## config.mk

```make
export PLATFORM = sky130hd
export DESIGN_NAME = md5_digest_match
export DESIGN_NICKNAME = d
export VERILOG_FILES = /design/src/rtl/md5_digest_match.sv
export SDC_FILE = /design/constraint.sdc
export NUM_CORES = 1
export LEC_CHECK = 0
export CORE_ASPECT_RATIO = 1.5
export CORE_UTILIZATION = 40
export CTS_CLUSTER_SIZE = 12
export DETAILED_ROUTE_END_ITERATION = 10
export GPL_ROUTABILITY_DRIVEN = 0
export PLACE_DENSITY = 0.66
export SLEW_MARGIN = 20
export SYNTH_ARGS = -nofsm -noshare
export SYNTH_HDL_FRONTEND = slang
export SYNTH_SLANG_ARGS = --single-unit
```

## constraint.sdc

```tcl
create_clock -name clk -period 7.7 [get_ports clk]
set_input_delay 1.54 -clock clk [delete_from_list [all_inputs] [get_ports clk]]
set_output_delay 1.54 -clock clk [all_outputs]
set_load 0.02 [all_outputs]
```

## src/rtl/md5_digest_match.sv

```systemverilog
// md5_digest_match: final stage of a brute-force MD5 search pipeline.
// Adds the MD5 IV to each finished 64-round result, compares the digest
// against a static target, and hands the matching candidate index to the
// consumer through a simple found/ack handshake. One candidate per cycle.
module md5_digest_match #(
    parameter int IDX_WIDTH = 48
) (
    input  logic                 clk,
    input  logic                 rst,
    input  logic                 clear,
    input  logic                 valid_in,
    input  logic [31:0]          a_in,
    input  logic [31:0]          b_in,
    input  logic [31:0]          c_in,
    input  logic [31:0]          d_in,
    input  logic [127:0]         target,
    input  logic                 match_ack,
    output logic                 match_found,
    output logic [IDX_WIDTH-1:0] match_index,
    output logic                 multi_hit,
    output logic [IDX_WIDTH-1:0] tested_count,
    output logic                 wrapped
);

    // MD5 initial chaining values, added back after the last round
    localparam logic [31:0] IV_A = 32'h6745_2301;
    localparam logic [31:0] IV_B = 32'hefcd_ab89;
    localparam logic [31:0] IV_C = 32'h98ba_dcfe;
    localparam logic [31:0] IV_D = 32'h1032_5476;

    localparam logic [IDX_WIDTH-1:0] IDX_ONE  = {{(IDX_WIDTH-1){1'b0}}, 1'b1};
    localparam logic [IDX_WIDTH-1:0] IDX_ONES = {IDX_WIDTH{1'b1}};

    // Match-reporting FSM encoding
    localparam logic ST_IDLE  = 1'b0;
    localparam logic ST_FOUND = 1'b1;

    // Stage 1 registers
    logic [31:0]          a1, b1, c1, d1;
    logic                 valid1;
    logic [IDX_WIDTH-1:0] idx1;

    // Stage 2 registers
    logic                 hit2;
    logic [IDX_WIDTH-1:0] idx2;

    logic                 state;

    // A candidate is accepted (counted and pushed into the pipe) only when not clearing
    logic accept;
    assign accept = valid_in & ~clear;

    // Stage 1 datapath: digest words = round output + IV
    // NOTE: these word registers carry no reset; valid1 qualifies them, so
    // their power-up contents are never observed and the reset tree stays small.
    always_ff @(posedge clk) begin
        // NOTE: non-blocking assignments so every register samples pre-edge values.
        a1 <= a_in + IV_A;
        b1 <= b_in + IV_B;
        c1 <= c_in + IV_C;
        d1 <= d_in + IV_D;
    end

    // Stage 1 control: valid flag, candidate index, arrival counter and wrap flag
    always_ff @(posedge clk or posedge rst) begin
        if (rst) begin
            valid1       <= 1'b0;
            idx1         <= '0;
            tested_count <= '0;
            wrapped      <= 1'b0;
        end else if (clear) begin
            valid1       <= 1'b0;
            idx1         <= '0;
            tested_count <= '0;
            wrapped      <= 1'b0;
        end else begin
            valid1 <= valid_in;
            idx1   <= tested_count;
            if (accept) begin
                tested_count <= tested_count + IDX_ONE;
                if (tested_count == IDX_ONES) begin
                    wrapped <= 1'b1;
                end
            end
        end
    end

    // Stage 2: full 128-bit compare against the target digest
    always_ff @(posedge clk or posedge rst) begin
        if (rst) begin
            hit2 <= 1'b0;
            idx2 <= '0;
        end else if (clear) begin
            hit2 <= 1'b0;
            idx2 <= '0;
        end else begin
            hit2 <= valid1 && ({a1, b1, c1, d1} == target);
            idx2 <= idx1;
        end
    end

    // Match FSM: capture first hit, flag extra hits, release on ack
    always_ff @(posedge clk or posedge rst) begin
        if (rst) begin
            state       <= ST_IDLE;
            match_index <= '0;
            multi_hit   <= 1'b0;
        end else if (clear) begin
            state       <= ST_IDLE;
            match_index <= '0;
            multi_hit   <= 1'b0;
        end else begin
            case (state)
                ST_IDLE: begin
                    if (hit2) begin
                        state       <= ST_FOUND;
                        match_index <= idx2;
                    end
                end
                ST_FOUND: begin
                    if (match_ack) begin
                        // Ack with a fresh hit hands over the new index directly
                        if (hit2) begin
                            match_index <= idx2;
                        end else begin
                            state <= ST_IDLE;
                        end
                    end else if (hit2) begin
                        multi_hit <= 1'b1;
                    end
                end
                default: state <= ST_IDLE;
            endcase
        end
    end

    assign match_found = (state == ST_FOUND);

endmodule
```

* Yosys cells after proc, flatten, opt, wreduce, memory -nomap -nowiden
Cells that the tools add are included.
** Operators by class
- Equal/unequal tests :: 4
- Mux-type cells :: 21
- $add $sub $neg :: 5
- Reductions and logical operators :: 7
- Bitwise logic cells :: 3
** Operators with widths (count)
- two-way mux 48 bit :: 7
- equality test 128 bit :: 1
- one-hot mux 48 bit (2 select lines) :: 1
- adder 32 bit (second input constant) :: 2
- adder 48 x 1 -> 48 bit (second input constant) :: 1
- equality test 48 bit (second input constant) :: 1
- adder 32 x 29 -> 32 bit (second input constant) :: 1
- adder 32 x 31 -> 32 bit (second input constant) :: 1
- two-way mux 1 bit :: 12
- nonzero test 2 bit :: 4
- inequality test 3 bit (second input constant) :: 1
- AND reduction 3 bit :: 1
- inequality test 2 bit (second input constant) :: 1
- inverter 1 bit :: 2
- one-hot mux 1 bit (2 select lines) :: 1
- AND reduction 2 bit :: 1
- AND 1 bit :: 1
- logical AND 1 bit :: 1
** Storage, ports and cells
- Output and inout bits :: 99
- Bits in registers :: 325
- Input port bits :: 261
- Word-level logic and storage cells :: 53

* Longest topological paths before layout
Gate-level depths: netlist of the first run.
- Depth in word-level cells :: 4
- Depth in mapped cells :: 8
- Gate-level depth less buffers :: 8

* Worst setup path after synthesis of the first run
Ideal clock, no wire load.
- Path type :: input-to-reg
- Start :: in b_in[0]
- End :: reg b1[30]
- Data required time :: 7.628 ns
- Setup slack :: 4.462 ns
- Stages on the path :: 7
- Path buffers :: 0
- Arrival :: 3.167 ns
- Setup time :: 0.072 ns
- Path through :: ha_1 > a21oi_1 > o211a_1 > nor3_1 > or4b_1 > a21oi_1 > xor2_1
** Between the ends
- Cells in the longest elaborated chain, start to end :: 1
** RTL lines
- from (decl) :: line 13 : input logic [31:0] b_in,
- adder 32 bit :: line 59 : b1 <= b_in + IV_B;
- to (signal assigned) :: line 59
- to (decl) :: line 39 : logic [31:0] a1, b1, c1, d1;
Every way passes these cells.
A chain may end at the register's enable or synchronous reset.

* Final worst setup path of the first run
- Start :: in clear
- End :: reg match_index[38]
** Between the ends
- Cells in the longest elaborated chain, start to end :: 1
- Elaborated cells on any way between the ends :: 2
- Classes of those cells :: eq/ne (1); mux (1)
** RTL lines
- from (decl) :: line 10 : input logic clear,
- inequality test 3 bit (no source line) / two-way mux 48 bit (equally long branches)
- to (signal assigned) :: line 117 : match_index <= idx2;
- to (signal assigned) :: line 124 : match_index <= idx2;
- to (decl) :: line 19 : output logic [IDX_WIDTH-1:0] match_index,
Several ways; a longest one is shown, not always the timed one.

==> results.txt, run 1 <==
status: finished, final reports clean
Post-CTS Resized: 0
final wirelength: 42800 µm
Worst Setup End Kind: register
Syn Std Cell Area: 13800 µm²
Root Driver: clkbuf_16
global-route wire length before repair: 63400 µm
Worst Tran Pin Value: 884 ps
Crit Path Class: in -> reg
multiplexer share of the synthesized area: 0.0723%
xor/xnor share of the synthesized area: 14.4%
Most used DFF post-synth: dfrtp_1
RSZ-0062 raised after global routing: false
Post-synth EDFFs: 0
die area: 35400 µm²
Min Clock Period, post-route: 3500 ps
Power Density: 204 nW/µm²
largest net degree at the start of global routing: 110
CP arrival: 3890 ps
share of cells above drive strength 1: 4.44%
number of DRC violations after detailed-routing iteration 0: 500
grt ovf: 0
CTS Buf Count: 35
CTS Hold Bufs: 0
sequential share of the synthesized area: 54.1%
crit start category: input pin
height of the chip: 230 µm
CTS max path bufs: 3
Vias: 11023
Clk Latency, worst-skew pair: 520 ps
path type of the worst min-delay path: reg -> reg
post-DP HPWL: 34200 µm
setup TNS: 0 ps
CP Cell Sequence: buf_4 -> buf_4 -> inv_1 -> and3_1 -> buf_4 -> a22o_1
top post-synthesis cells by area: dfrtp_1 36%, dfxtp_1 19%, xor2_1 7.5%
RR Startpoint: tested_count[7]
max_cap viols: 0
Slew headroom: 40.5%
yosys warns: 0
Final Setup Violations: 0
Reg clk slew, reported paths: 60 ps
Fin. Hold Viols: 0
Via density: 5.21
worst-path fanout max: 76
post-route ant nets: 0
vias in the first global route: 10957
synth unique cells: 74
Worst Hold Path EP: idx2[28]
Synth Area in Compound Gates: 11.1%
FF-to-FF path depth: 6
# diodes: 0
WL per Instance: 20.2 µm
critical path's slowest cell: buf_4
Most common cell on crit path: buf_4
most area-hungry cell type in the Yosys netlist: dfrtp_1
Worst VDD drop: 0.134 mV
Async SR Flop Fraction: 60.6%
final worst slack: 4200 ps
CTS sink cnt: 325
leakage: 8.12 nW
drt pass-1 iters: 6
fin crit share: 45.4%
Std-Cell Rows: 83
gr usage total: 24.0%
port bufs: 359
reg2reg end: tested_count[39]
hold path cells: 1
reg-to-reg slack, setup: 5370 ps
clk_skew: 16.7 ps
IO Count: 360
Layout Nets: 1940
Worst path max stage delay: 700 ps
TritonCTS clock tree: built
HP Start: idx1[28]
DRC violations left: 0
final-report max-slew violation count: 0
Worst EP required: 8090 ps
Avg Synthesized Cell Area: 10.6 µm²
Syn Nets: 1575
fmax: 0.286 GHz
Cells after Synth: 1309
die width: 154 µm
register bit count reported by yosys: 325
Initial Util: 40.5%
worst slack at placement: 3650 ps
initial antenna violation count: 2
simple-gate share of the synthesized area: 16.9%
area grow syn2layout: 37.0%
core area: 34200 µm²
H-Tree Depth: 2
top cell type's share of synthesized area: 35.6%
largest family of logic cells by synthesized area: simple AND/OR/NAND/NOR gates
setup repair bufs after CTS: 0
Synth Area in Adders: 0.452%
## how the worst max path moves through the flow
stage,startpoint,endpoint,slack [ps],cells past startpoint
2_1_floorplan,rst,hit2,790,1
3_3_place_gp,clear,match_index[0],3720,6
3_5_place_dp,clear,match_index[35],3650,6
4_1_cts,clear,match_index[38],4200,6
5_1_grt,clear,match_index[38],4010,6
6_report,clear,match_index[38],4200,6
## routing by layer
metal	vias to the layer above	part of all wire, %	global-route usage [%]
li1	5220	-	-
met5	-	0.030	0
met3	106	6.4	5.28
met1	5232	35	24.2
met4	2	6.5	15.6
met2	463	52	44.1
## registers in the layout, indices dropped and copies added (netlist names)
register and cells:
d1 32, idx1 48, match_found 1, tested_count 48
match_index 48, idx2 48, wrapped 1, b1 32
hit2 1, c1 32, a1 32, valid1 1
multi_hit 1
## worst max-delay path: cells and delay by family
kind / cells / cell delay [ps]
buffers and inverters: 4 / 1810
AND/OR/NAND/NOR: 1 / 220
AO/OA/AOI/OAI: 1 / 250
## synthesized netlist by cell type, drive strengths merged (21+ instances only)
master / instances
dfxtp: 128
a21oi: 25
xnor2: 108
nand2: 61
a221oi: 21
dfrtp: 197
inv: 72
o21ai: 36
nor2: 105
nand3: 39
clkbuf: 26
nor2b: 100
xor2: 119
a22o: 48
nand4: 34
## logic make-up after synthesis
| group | after synthesis |
|---|---|
| buf+inv | 108 |
| mux | 1 |
| xor+xnor | 227 |
| compound gates | 209 |
| simple gates | 434 |
| fa+ha+maj | 5 |
| flops | 325 |
## power by group
group / internal [mW] / switching [mW] / leakage [nW]
sequential: 1.77 / 0.0433 / 3.83
combinational: 0.232 / 0.241 / 3.77
clock: 0.935 / 0.658 / 0.520
total: 2.94 / 0.942 / 8.12
## stage by stage
stage / hold slack [ps] / power, mW / instance area [µm²] / std cells / utilization [%]
after global placement: 442 / 2.31 / 17900 / 2061 / 52.3
after detailed placement: 446 / 2.32 / 17900 / 2062 / 52.4
final: 456 / 3.88 / 19000 / 2114 / 55.5
after CTS: 459 / 3.93 / 19000 / 2114 / 55.5
after global routing: 472 / 4.03 / 19000 / 2114 / 55.5
after floorplan: 439 / 2.04 / 13800 / 1309 / -
## cells in the final DEF (no fill, tap or decap), types with 6 or more instances in the layout
cell,netlist,final
a21oi_1,25,24
a221oi_1,21,21
a22o_1,48,48
a31oi_1,6,6
and2_1,8,8
and3_1,13,13
clkbuf_16,0,35
clkdlybuf4s50_1,0,358
dfrtp_1,197,197
dfxtp_1,128,128
inv_1,72,71
nand2_1,61,61
nand3_1,39,39
nand4_1,31,31
nor2_1,104,104
nor2b_1,100,100
nor3_1,18,18
nor4_1,16,16
o21ai_0,15,15
o21ai_1,20,20
o22ai_1,20,20
o2bb2ai_1,7,7
o31ai_1,6,6
or3_1,8,8
xnor2_1,108,108
xor2_1,119,119
## area by class of cell
cell class | count | area (µm²)
Timing Repair Buffer | 363 | 3640
Tap cell | 425 | 532
Multi-Input combinational cell | 876 | 5960
Inverter | 73 | 282
Sequential cell | 325 | 7490
Clock inverter | 8 | 115
Fill cell | 2964 | 15200
Clock buffer | 44 | 950
Power figures use the tool's default switching activity.
==> inputs of run 2 (changes only) <==
PLACE_DENSITY = 0.68   (was 0.66)
clock period = 3.2 ns   (was 7.7 ns; I/O delays follow)
==> results.txt, run 2 (synthesized netlist as in run 1, its figures left out) <==
status: finished, final reports clean
Via density: 5.19
most frequent cells in the layout: 358 x clkdlybuf4s50_1, 197 x dfrtp_1, 128 x dfxtp_1, 119 x xor2_1, 108 x xnor2_1
post-DP HPWL: 34700 µm
Post-DP Area: 18100 µm²
Hold Slack: 349 ps
clk_skew: 11.4 ps
reg-to-reg slack, setup: 910 ps
Root Driver: clkbuf_16
Clk Latency, worst-skew pair: 510 ps
setup TNS: 0 ps
number of DRC violations after detailed-routing iteration 0: 495
Design Power: 9.46 mW
DRC violations left: 0
Worst Tran Pin Value: 767 ps
Worst Setup End Kind: register
final wirelength: 42900 µm
Worst VDD drop: 0.419 mV
Core Util, Final: 56.2%
Power Density: 493 nW/µm²
Fin. Hold Viols: 0
Worst EP required: 3640 ps
drt pass-1 iters: 5
CTS sink cnt: 325
WL per Instance: 20.0 µm
H-Tree Depth: 2
worst slack at placement: 276 ps
worst-path fanout max: 5
fin crit share: 75.3%
global-route wire length before repair: 65000 µm
height of the chip: 230 µm
fin area: 19200 µm²
path type of the worst min-delay path: in -> reg
IO Count: 360
Finished Layout Cells: 2142
share of cells above drive strength 1: 5.60%
Reg clk slew, reported paths: 60 ps
final worst slack: 790 ps
crit start category: input pin
Std-Cell Rows: 83
area grow syn2layout: 38.6%
final-report max-slew violation count: 0
fmax: 0.415 GHz
die width: 154 µm
grt ovf: 0
largest net degree at the start of global routing: 79
gr usage total: 24.5%
Final Setup Violations: 0
leakage: 8.24 nW
vias in the first global route: 11615
commonest non-fill, non-tap cell in the layout: clkdlybuf4s50_1
RSZ-0062 raised after global routing: false
Layout Nets: 1960
die area: 35400 µm²
Initial Util: 40.5%
Slew headroom: 48.9%
post-route ant nets: 0
Post-CTS Resized: 0
CP arrival: 2850 ps
CTS max path bufs: 3
max_cap viols: 0
Placed Instances: 2082
port bufs: 359
core area: 34200 µm²
CTS Buf Count: 35
CTS Hold Bufs: 0
initial antenna violation count: 5
Crit Path Class: in -> reg
setup repair bufs after CTS: 0
Min Clock Period, post-route: 2410 ps
Vias: 11124
TritonCTS clock tree: built
## run 2: cell count changes in the layout (fill, tap and decap cells not counted), sizes merged
cell and delta:
buf +20, clkbuf +7, clkinv -2, diode +4
inv -1
## run 2: power by group
group	total [mW]	leakage [nW]	internal (mW)	switching (mW)
registers	4.37	3.83	4.26	0.112
clock network	3.94	0.544	2.36	1.59
logic	1.15	3.86	0.576	0.572
total	9.46	8.24	7.19	2.27
## run 2: worst max-delay path: stages
cell and delay (ps):
clkdlybuf4s50_1 480, nor4_2 490, nand3b_1 240, a31o_2 320, o31a_1 360, a21oi_1 180
xnor2_1 130
## run 2: worst paths after layout
path,startpoint,endpoint,depth (start not counted)
setup reg to reg,tested_count[7],tested_count[41],6
hold / removal,clear,multi_hit,2
hold reg to reg,idx1[38],idx2[38],1
min in group asynchronous,rst,match_index[29],2
max in group asynchronous,rst,match_index[11],3
setup / recovery,c_in[5],c1[29],7
## run 2: layout make-up
class / instances / area (µm²)
Inverter: 73 / 278
Clock buffer: 51 / 1020
Antenna cell: 4 / 10.0
Fill cell: 2931 / 15000
Multi-Input combinational cell: 876 / 5960
Tap cell: 425 / 532
Sequential cell: 325 / 7490
Clock inverter: 5 / 97.6
Timing Repair Buffer: 383 / 3810
## run 2: routing by layer
| layer | routed length (µm) | part of all wire [%] | vias up | GRT usage (%) |
|---|---|---|---|---|
| met5 | 0 | 0 | - | 0 |
| met2 | 22800 | 53 | 508 | 46.3 |
| met1 | 14700 | 34 | 5232 | 23.9 |
| met3 | 2480 | 5.8 | 132 | 4.67 |
| met4 | 2960 | 6.9 | 0 | 16.4 |
| li1 | - | - | 5252 | - |
